`config.mk`:
```
export PLATFORM = sky130hd
export DESIGN_NAME = cmd_scoreboard
export DESIGN_NICKNAME = d
export VERILOG_FILES = /design/src/rtl/scoreboard_pkg.sv /design/src/rtl/sb_scan_group.sv /design/src/rtl/cmd_scoreboard.sv
export SDC_FILE = /design/constraint.sdc
export NUM_CORES = 1
export LEC_CHECK = 0
export CAP_MARGIN = 20
export CELL_PAD_IN_SITES_DETAIL_PLACEMENT = 1
export CELL_PAD_IN_SITES_GLOBAL_PLACEMENT = 1
export CORE_UTILIZATION = 40
export DETAILED_ROUTE_END_ITERATION = 10
export HOLD_SLACK_MARGIN = 0.03
export PLACE_DENSITY = 0.72
export SYNTH_ARGS = -nofsm -noshare
export SYNTH_HDL_FRONTEND = slang
export SYNTH_HIERARCHICAL = 1
export SYNTH_SLANG_ARGS = --single-unit
export TNS_END_PERCENT = 30
```
`constraint.sdc`:
```
create_clock -name i_clk -period 2.64 [get_ports i_clk]
set_input_delay 0.66 -clock i_clk [delete_from_list [all_inputs] [get_ports i_clk]]
set_output_delay 0.66 -clock i_clk [all_outputs]
set_load 0.01 [all_outputs]
```
`src/rtl/scoreboard_pkg.sv`:
```
// Shared encodings for the cmd_id -> proc_id scoreboard.
//   op_e     : request opcode (lookup / insert / remove)
//   status_e : response status (ok / updated / miss / full)
//   idx_width: index width helper that never collapses to zero bits
package scoreboard_pkg;

    typedef enum logic [1:0] {
        OP_LOOKUP = 2'd0,
        OP_INSERT = 2'd1,
        OP_REMOVE = 2'd2
    } op_e;

    typedef enum logic [1:0] {
        ST_OK      = 2'd0,
        ST_UPDATED = 2'd1,
        ST_MISS    = 2'd2,
        ST_FULL    = 2'd3
    } status_e;

    // Width needed to index n items, minimum one bit.
    function automatic int unsigned idx_width(input int unsigned n);
        return (n > 1) ? $clog2(n) : 1;
    endfunction

endpackage

```
`src/rtl/sb_scan_group.sv`:
```
// Combinational compare of one scan group (LANES entries) against a key.
//   i_key       : key being searched
//   i_keys      : cmd_id of each lane in the group
//   i_valid     : valid bit of each lane
//   o_hit       : some valid lane matches the key
//   o_hit_lane  : lowest matching lane
//   o_free      : some lane is invalid
//   o_free_lane : lowest invalid lane
module sb_scan_group
    import scoreboard_pkg::*;
#(
    parameter int unsigned LANES = 1,
    parameter int unsigned CMD_W = 8
) (
    input  logic [CMD_W-1:0]             i_key,
    input  logic [LANES-1:0][CMD_W-1:0]  i_keys,
    input  logic [LANES-1:0]             i_valid,
    output logic                         o_hit,
    output logic [idx_width(LANES)-1:0]  o_hit_lane,
    output logic                         o_free,
    output logic [idx_width(LANES)-1:0]  o_free_lane
);

    localparam int unsigned LW = idx_width(LANES);

    // Walk from the top lane down so the lowest matching lane is the last writer.
    always_comb begin
        o_hit       = 1'b0;
        o_hit_lane  = '0;
        o_free      = 1'b0;
        o_free_lane = '0;
        for (int i = int'(LANES) - 1; i >= 0; i--) begin
            if (i_valid[i] && (i_keys[i] == i_key)) begin
                o_hit      = 1'b1;
                o_hit_lane = LW'(i);
            end
            if (!i_valid[i]) begin
                o_free      = 1'b1;
                o_free_lane = LW'(i);
            end
        end
    end

endmodule

```
`src/rtl/cmd_scoreboard.sv`:
```
// cmd_id -> proc_id scoreboard with lookup / insert / remove requests.
// Entries are scanned LANES at a time; a response strobe follows each accepted
// request unless a flush aborts it.
//   i_clk / i_rstn        : clock, synchronous active-low reset
//   i_flush               : clear all entries, abort in-flight request
//   i_req_*/o_req_ready   : request handshake (op, key, value)
//   o_rsp_*               : one-cycle response (status, hit, proc, index)
//   o_count/o_full/o_empty: occupancy
module cmd_scoreboard
    import scoreboard_pkg::*;
#(
    parameter int unsigned ENTRIES = 4,
    parameter int unsigned LANES   = 1,
    parameter int unsigned CMD_W   = 8,
    parameter int unsigned PROC_W  = 2
) (
    input  logic                            i_clk,
    input  logic                            i_rstn,
    input  logic                            i_flush,
    input  logic                            i_req_valid,
    output logic                            o_req_ready,
    input  op_e                             i_req_op,
    input  logic [CMD_W-1:0]                i_req_cmd,
    input  logic [PROC_W-1:0]               i_req_proc,
    output logic                            o_rsp_valid,
    output status_e                         o_rsp_status,
    output logic                            o_rsp_hit,
    output logic [PROC_W-1:0]               o_rsp_proc,
    output logic [idx_width(ENTRIES)-1:0]   o_rsp_idx,
    output logic [$clog2(ENTRIES+1)-1:0]    o_count,
    output logic                            o_full,
    output logic                            o_empty
);

    localparam int unsigned G     = ENTRIES / LANES;
    localparam int unsigned IDX_W = idx_width(ENTRIES);
    localparam int unsigned CNT_W = $clog2(ENTRIES + 1);
    localparam int unsigned GW    = idx_width(G);
    localparam int unsigned LW    = idx_width(LANES);

    localparam logic [1:0] S_IDLE = 2'd0;
    localparam logic [1:0] S_SCAN = 2'd1;
    localparam logic [1:0] S_RESP = 2'd2;

    typedef struct packed {
        logic [CMD_W-1:0]  cmd_id;
        logic [PROC_W-1:0] proc_id;
    } entry_t;

    if ((ENTRIES % LANES) != 0) begin : g_bad_cfg
        $error("cmd_scoreboard: ENTRIES (%0d) must be a multiple of LANES (%0d)", ENTRIES, LANES);
    end

    // Control state
    logic [1:0]          state_q, state_d;
    logic [GW-1:0]       ptr_q, ptr_d;
    op_e                 op_q, op_d;
    logic [CMD_W-1:0]    cmd_q, cmd_d;
    logic [PROC_W-1:0]   proc_q, proc_d;
    logic                hit_found_q, hit_found_d;
    logic [IDX_W-1:0]    hit_idx_q, hit_idx_d;
    logic                free_found_q, free_found_d;
    logic [IDX_W-1:0]    free_idx_q, free_idx_d;

    // Storage
    logic [ENTRIES-1:0]  valid_q, valid_d;
    entry_t              entries_q [ENTRIES];
    entry_t              entries_d [ENTRIES];
    logic [CNT_W-1:0]    count_q, count_d;

    // Response registers
    logic                rsp_valid_q, rsp_valid_d;
    status_e             rsp_status_q, rsp_status_d;
    logic                rsp_hit_q, rsp_hit_d;
    logic [PROC_W-1:0]   rsp_proc_q, rsp_proc_d;
    logic [IDX_W-1:0]    rsp_idx_q, rsp_idx_d;

    // Scan datapath
    logic [IDX_W-1:0]               grp_base;
    logic [LANES-1:0][CMD_W-1:0]    grp_keys;
    logic [LANES-1:0]               grp_valid;
    logic                           scan_hit;
    logic [LW-1:0]                  scan_hit_lane;
    logic                           scan_free;
    logic [LW-1:0]                  scan_free_lane;
    logic                           accept;
    logic                           last_grp;

    assign o_req_ready = (state_q == S_IDLE) && !i_flush && i_rstn;
    assign accept      = i_req_valid && o_req_ready;
    assign last_grp    = (ptr_q == GW'(G - 1));

    // Gather the group currently pointed at.
    always_comb begin
        grp_base = IDX_W'(32'(ptr_q) * LANES);
        for (int l = 0; l < int'(LANES); l++) begin
            grp_keys[l]  = entries_q[grp_base + IDX_W'(l)].cmd_id;
            grp_valid[l] = valid_q[grp_base + IDX_W'(l)];
        end
    end

    sb_scan_group #(
        .LANES (LANES),
        .CMD_W (CMD_W)
    ) u_scan (
        .i_key       (cmd_q),
        .i_keys      (grp_keys),
        .i_valid     (grp_valid),
        .o_hit       (scan_hit),
        .o_hit_lane  (scan_hit_lane),
        .o_free      (scan_free),
        .o_free_lane (scan_free_lane)
    );

    // Next-state, scan bookkeeping and response/update logic.
    always_comb begin
        state_d      = state_q;
        ptr_d        = ptr_q;
        op_d         = op_q;
        cmd_d        = cmd_q;
        proc_d       = proc_q;
        hit_found_d  = hit_found_q;
        hit_idx_d    = hit_idx_q;
        free_found_d = free_found_q;
        free_idx_d   = free_idx_q;
        valid_d      = valid_q;
        entries_d    = entries_q;
        count_d      = count_q;
        rsp_valid_d  = 1'b0;
        rsp_status_d = ST_OK;
        rsp_hit_d    = 1'b0;
        rsp_proc_d   = '0;
        rsp_idx_d    = '0;

        case (state_q)
            S_IDLE: begin
                if (accept) begin
                    op_d         = i_req_op;
                    cmd_d        = i_req_cmd;
                    proc_d       = i_req_proc;
                    ptr_d        = '0;
                    hit_found_d  = 1'b0;
                    hit_idx_d    = '0;
                    free_found_d = 1'b0;
                    free_idx_d   = '0;
                    state_d      = S_SCAN;
                end
            end

            S_SCAN: begin
                // Groups are visited in ascending order, so the first record is the lowest.
                if (scan_hit && !hit_found_q) begin
                    hit_found_d = 1'b1;
                    hit_idx_d   = grp_base + IDX_W'(scan_hit_lane);
                end
                if (scan_free && !free_found_q) begin
                    free_found_d = 1'b1;
                    free_idx_d   = grp_base + IDX_W'(scan_free_lane);
                end
                // Insert must see every group to rule out an existing copy of the key.
                if (((op_q != OP_INSERT) && scan_hit) || last_grp) begin
                    state_d = S_RESP;
                end else begin
                    ptr_d = ptr_q + GW'(1);
                end
            end

            S_RESP: begin
                state_d     = S_IDLE;
                rsp_valid_d = 1'b1;
                case (op_q)
                    OP_LOOKUP: begin
                        if (hit_found_q) begin
                            rsp_status_d = ST_OK;
                            rsp_hit_d    = 1'b1;
                            rsp_proc_d   = entries_q[hit_idx_q].proc_id;
                            rsp_idx_d    = hit_idx_q;
                        end else begin
                            rsp_status_d = ST_MISS;
                        end
                    end
                    OP_INSERT: begin
                        if (hit_found_q) begin
                            entries_d[hit_idx_q].proc_id = proc_q;
                            rsp_status_d = ST_UPDATED;
                            rsp_hit_d    = 1'b1;
                            rsp_idx_d    = hit_idx_q;
                        end else if (free_found_q) begin
                            entries_d[free_idx_q].cmd_id  = cmd_q;
                            entries_d[free_idx_q].proc_id = proc_q;
                            valid_d[free_idx_q]           = 1'b1;
                            count_d      = count_q + CNT_W'(1);
                            rsp_status_d = ST_OK;
                            rsp_idx_d    = free_idx_q;
                        end else begin
                            rsp_status_d = ST_FULL;
                        end
                    end
                    OP_REMOVE: begin
                        if (hit_found_q) begin
                            valid_d[hit_idx_q] = 1'b0;
                            count_d      = count_q - CNT_W'(1);
                            rsp_status_d = ST_OK;
                            rsp_hit_d    = 1'b1;
                            rsp_idx_d    = hit_idx_q;
                        end else begin
                            rsp_status_d = ST_MISS;
                        end
                    end
                    default: begin
                        rsp_status_d = ST_MISS;
                    end
                endcase
            end

            default: begin
                state_d = S_IDLE;
            end
        endcase

        // Flush wins over everything, including a response about to be issued.
        if (i_flush) begin
            state_d      = S_IDLE;
            valid_d      = '0;
            count_d      = '0;
            rsp_valid_d  = 1'b0;
            rsp_status_d = ST_OK;
            rsp_hit_d    = 1'b0;
            rsp_proc_d   = '0;
            rsp_idx_d    = '0;
        end
    end

    // Control, valid bits, occupancy and response registers.
    always_ff @(posedge i_clk) begin
        if (!i_rstn) begin
            state_q      <= S_IDLE;
            ptr_q        <= '0;
            op_q         <= OP_LOOKUP;
            cmd_q        <= '0;
            proc_q       <= '0;
            hit_found_q  <= 1'b0;
            hit_idx_q    <= '0;
            free_found_q <= 1'b0;
            free_idx_q   <= '0;
            valid_q      <= '0;
            count_q      <= '0;
            rsp_valid_q  <= 1'b0;
            rsp_status_q <= ST_OK;
            rsp_hit_q    <= 1'b0;
            rsp_proc_q   <= '0;
            rsp_idx_q    <= '0;
        end else begin
            state_q      <= state_d;
            ptr_q        <= ptr_d;
            op_q         <= op_d;
            cmd_q        <= cmd_d;
            proc_q       <= proc_d;
            hit_found_q  <= hit_found_d;
            hit_idx_q    <= hit_idx_d;
            free_found_q <= free_found_d;
            free_idx_q   <= free_idx_d;
            valid_q      <= valid_d;
            count_q      <= count_d;
            rsp_valid_q  <= rsp_valid_d;
            rsp_status_q <= rsp_status_d;
            rsp_hit_q    <= rsp_hit_d;
            rsp_proc_q   <= rsp_proc_d;
            rsp_idx_q    <= rsp_idx_d;
        end
    end

    // Key/value storage; contents are only meaningful under a valid bit.
    always_ff @(posedge i_clk) begin
        entries_q <= entries_d;
    end

    assign o_rsp_valid  = rsp_valid_q;
    assign o_rsp_status = rsp_status_q;
    assign o_rsp_hit    = rsp_hit_q;
    assign o_rsp_proc   = rsp_proc_q;
    assign o_rsp_idx    = rsp_idx_q;
    assign o_count      = count_q;
    assign o_full       = (count_q == CNT_W'(ENTRIES));
    assign o_empty      = (count_q == '0);

endmodule

```
* Word level (Yosys, flattened, before mapping)
Cells that the tools add are included.
** Word-level totals
- Bits in registers :: 77
- Output and inout bits :: 14
- Word-level logic and storage cells :: 156
** Operators by class
- Add/sub/neg operators :: 3
- $lt $le $gt $ge :: 10
- Equality and inequality tests :: 16
- Muxes and demuxes :: 58
- Bitwise gates (word level) :: 11
- Reductions and logical operators :: 34
** Operator list (count)
- 40-bit bitwise mux :: 3
- 40-bit two-way mux :: 2
- 10-bit demux with 2-bit select :: 3
- 10-bit binary-select mux with 2-bit select :: 2
- 2-bit two-way mux :: 16
- 10-bit two-way mux :: 3
- 2-bit case mux with 2 select lines :: 6
- 2-bit != test (second input constant) :: 8
- 4-bit two-way mux :: 3
- 3-bit AND reduction :: 4
- 1-bit logical AND :: 11
- 1-bit two-way mux :: 10
- 3-bit greater-or-equal comparator (second input constant) :: 3
- 2-bit by 3-bit less-than comparator with 1-bit output (second input constant) :: 3
- 3-bit two-way mux :: 3
- 2-bit inverter with 3-bit output :: 3
- 8-bit equality test :: 1
- 4-bit case mux with 2 select lines :: 1
- 2-bit equality test (second input constant) :: 3
- 3-bit by 1-bit less-than comparator with 1-bit output (second input constant) :: 2
- 3-bit case mux with 2 select lines :: 1
- 2-bit nonzero test :: 3
- 3-bit OR reduction :: 2
- 1-bit inverter :: 5
- other kinds (22) :: 31

* Depth between registers and ports, before layout
- Depth after elaboration :: 11
- Depth in mapped cells :: 9
- Mapped depth without buffers :: 8

* Cells and area by module
Netlist, hierarchy kept.
** By module, submodules not included
- cmd_scoreboard :: instances 1, cells an instance 293, area an instance 3430.8 sq um, sequential area each 1941.9 sq um
- sb_scan_group :: instances 1, cells an instance 15, area an instance 116.4 sq um, sequential area each 0.0 sq um

* Worst setup path after synthesis
Ideal clock, no wire load.
- Path kind :: flip-flop to flip-flop
- Start :: register ptr_q[0]
- End :: register hit_idx_q[1]
- Library setup time :: 0.115 ns
- Arrival :: 2.247 ns
- Data required time :: 2.525 ns
- Slack :: 0.279 ns
- Stages on the path, launching flop included :: 10
- Cells stage by stage :: dfxtp_1 buf_2 mux4_2 xnor2_1 nand3_1 nor4_2 nand4bb_1 nand2_1 o22ai_1 and2_1
** RTL lines
- start, declared :: line cmd_scoreboard.sv:56 : logic [GW-1:0] ptr_q, ptr_d;
- start signal, assigned :: line cmd_scoreboard.sv:255 : ptr_q <= ptr_d;
- end signal, assigned :: line cmd_scoreboard.sv:260 : hit_idx_q <= hit_idx_d;
- end, declared :: line cmd_scoreboard.sv:61 : logic [IDX_W-1:0] hit_idx_q, hit_idx_d;

==> results by group <==
Floorplanning
  – Initial Util: a little over two fifths
  – Core Rows: 33
  – Die footprint: ~0.0092 mm²
  – I/O pin count: 30
  – Die W: between 90 and 100 µm
  – Die height: between 90 and 100 µm
  – Core box area: roughly 0.0084 mm²

Yosys
  – Area share of the largest cell type after synthesis: 33.9%
  – Leading area contributor after synthesis: edfxtp_1
  – EDFF count, synth: 40
  – Distinct cell type count of the synthesized netlist: 48
  – Ys Warns: 6
  – Main area contributors after synthesis: edfxtp_1 (34%), dfxtp_1 (21%), mux4_2 (7.0%), and2_1 (5.6%), nand2_1 (4.2%)
  – Synthesized area: 0.00355 mm²
  – Register area share after synthesis: 54.7%
  – Main flop type after synthesis: edfxtp_1
  – FFs w/ async S/R, synth: 0%
  – Post-synthesis sequential element count: 77
  – Post-synthesis area per instance: 11.5 µm²
  – Cells after Synth: roughly 310

Drt
  – TritonRoute pass-1 iters: 4
  – Drt via density: ~5.3
  – Post-route ant nets: 0
  – DRC: 0
  – Routed WL per cell: between 15 and 20 µm
  – Initial detailed-routing violation count: 86
  – Final wirelength: 8160 µm
  – Via count: 2458

Global routing
  – Largest net degree at the start of global routing: 24
  – Vias in the first global route: ~2700
  – Initial antenna violation count: 0
  – Tot GR Track Use: 20.2%
  – First-pass GRT wire length: 13500 µm
  – GR Overflow Total: 0

Clock tree
  – CTS tree: built
  – Clock Sinks: 77
  – H-tree depth: 3
  – CTS Buffer Depth: 2
  – Post-CTS Setup Inserts: 0
  – Total CTS buffers: 9
  – Clk Tree Root Cell: clkbuf_8
  – Worst-Skew Late Latency: ~350 ps
  – Clock transition at the registers of the reported paths: ~70 ps

Placed design
  – Dpl ws: roughly 15 ps
  – Inst Count DP: between 400 and 500
  – Port Buf Inserts: 29
  – Placer Congestion: ~0.76
  – Detailed placer's ending HPWL: just under 6000 µm

Critical path
  – Reg2Reg Depth: 9
  – Crit path launch: ptr_q[0]
  – CP required: about 2900 ps
  – CP Capture Type: flop
  – Worst R2R Setup Slack: around 170 ps
  – Setup crit start kind: flop
  – CP endpoint: ptr_q[0]
  – Critical path arrival: between 2000 and 3000 ps
  – Worst R2R End: ptr_q[0]
  – CP max FO: 9
  – Reg-to-reg startpoint: ptr_q[0]
  – CP Class: flop to flop

Power
  – Combinational power share: ~4.1%
  – Sequential share of power: a little under three fifths
  – Peak supply drop: around 250 µV
  – Design Power: ~2200 µW
  – LEAKAGE: ~0.0014 µW
  – Clock share of power: around two fifths
  – Pwr dens: about 520 mW/mm²
  – Power Internal: between 1500 and 2000 µW
  – Switching portion of total power: a little over a fifth
  – P_sw: 475 µW

Timing
  – Slew @ Worst Pin: slightly above 600 ps
  – Skew final: between 9 and 10 ps
  – Worst rel slew slack: 59.6%
  – Crit share post-route: between 90 and 100%
  – Final Hold Fails: 0
  – Final setup TNS: 0 ps
  – Fmax: 405 MHz
  – Post-layout min period: approximately 2500 ps
  – Final setup fails: 0
  – Slew Limit Fails: 0
  – Post-route setup slack: around 170 ps
  – RSZ-0062 raised after global routing: false

Finish
  – Final-layout fill cell count: about 900
  – Antenna diodes: 0
  – Layout Nets: about 370
  – Non-Filler Instances: 464
  – Area grow syn2layout: 20.1%
  – Final core utilization: 50.8%
  – Share of layout cells above drive strength 1: 16.4%

Min path
  – Worst hold stages: 1
  – Worst Hold Class: flop to flop

Job
  – Max-cap viol count: 0

Status
  – Status: complete, no violations
state kept, by name, summed over array words and instances (netlist names), 2 cells and up:
signal        flops
cmd_q             8
entries_q        40
free_idx_q        2
hit_idx_q         2
o_count           3
o_rsp_idx         2
o_rsp_proc        2
o_rsp_status      2
op_q              2
proc_q            2
ptr_q             2
state_q           2
valid_q           4
stage by stage:
stage / area (µm²) / hold WS [ps]
floorplan: 3550 / 456
global placement: 4050 / 484
detailed placement: 4050 / 485
CTS: 4250 / 501
global route: 4260 / 521
finish: 4260 / 503
per-layer routing:
| metal | GRT usage, % | vias to the layer above | share of wire (%) |
|---|---|---|---|
| li1 | - | 1180 | - |
| met1 | 25.7 | 1232 | 46 |
| met2 | 34.4 | 36 | 50 |
| met3 | 4.03 | 10 | 3.4 |
| met4 | 6.72 | 0 | 1.2 |
| met5 | 0 | - | 0 |
cells in the mapped netlist (all sizes together) (5+ instances only):
library cell	number
inv	10
and3	9
nand2b	5
nand2	40
a21oi	7
and2	32
nor3	5
nor2	14
dfxtp	37
edfxtp	40
a21boi	14
mux4	11
nor2b	12
xnor2	11
clkbuf	8
buf	9
worst min-delay path by stage:
stage	startpoint	to	slack [ps]
5_1_grt	valid_q[2]	valid_q[2]	520
2_1_floorplan	proc_q[0]	proc_q[0]	460
3_3_place_gp	valid_q[0]	valid_q[0]	480
4_1_cts	valid_q[2]	valid_q[2]	500
3_5_place_dp	valid_q[2]	valid_q[2]	490
6_report	valid_q[2]	valid_q[2]	500
power by group through the flow:
stage                     clock [µW]  combinational [µW]  sequential, µW
after global placement             0                90.3            1290
after CTS                        891                93.8            1270
final                            872                92.1            1270
after global routing             946                 103            1270
after floorplan                    0                52.8            1290
after detailed placement           0                93.1            1300
repair_timing:
item	4_1_cts	5_1_grt
endpoints found under the setup margin	0	3
resized for setup	0	2
hold buffers	0	0
area by class of cell:
| cell class | instances | area, µm² | share of cell area (%) |
|---|---|---|---|
| Clock buffer | 14 | 184 | 4.32 |
| Tap cell | 105 | 131 | 3.08 |
| Inverter | 10 | 37.5 | 0.881 |
| Multi-Input combinational cell | 205 | 1480 | 34.8 |
| Timing Repair Buffer | 51 | 470 | 11.0 |
| Sequential cell | 77 | 1940 | 45.6 |
| Clock inverter | 2 | 13.8 | 0.323 |
kinds of logic after synthesis:
| family | Yosys count | share of synthesized area (%) |
|---|---|---|
| muxes | 11 | 6.98 |
| xor gates and xnor gates | 12 | 2.96 |
| and+or+nand+nor | 138 | 22.0 |
| DFF | 77 | 54.7 |
| AOI/OAI and AO/OA | 38 | 7.76 |
| adders and majority gates | 4 | 1.62 |
| other | 1 | 0.106 |
| buffers and inverters | 27 | 3.77 |
cell usage in the layout (no fill, tap or decap), types with 2 or more instances in the layout:
cell	instances
nor2b_1	12
conb_1	2
nor2_1	14
and3_1	9
nand4bb_1	2
a32o_2	4
ha_1	3
nor3b_1	2
xnor2_1	11
a211oi_1	3
buf_4	21
clkdlybuf4s50_1	28
nand3_1	4
a21boi_1	12
nand2b_1	4
inv_1	9
nand2_1	40
edfxtp_1	40
nand4_1	2
o22ai_1	4
nand3b_1	2
clkbuf_8	11
or4_1	2
dfxtp_1	37
clkbuf_1	2
mux4_2	11
nor3_1	3
and2_1	32
a21oi_1	7
a21boi_0	2
a31oi_1	2
critical path: stages (launching register included):
cell	delay [ps]
dfxtp_1	380
buf_12	160
mux4_2	520
xnor2_1	150
nand4_1	140
nor4_2	60
buf_4	150
a211oi_1	410
nor2_1	110
a31o_1	260
(Power assumes the default switching activity.)
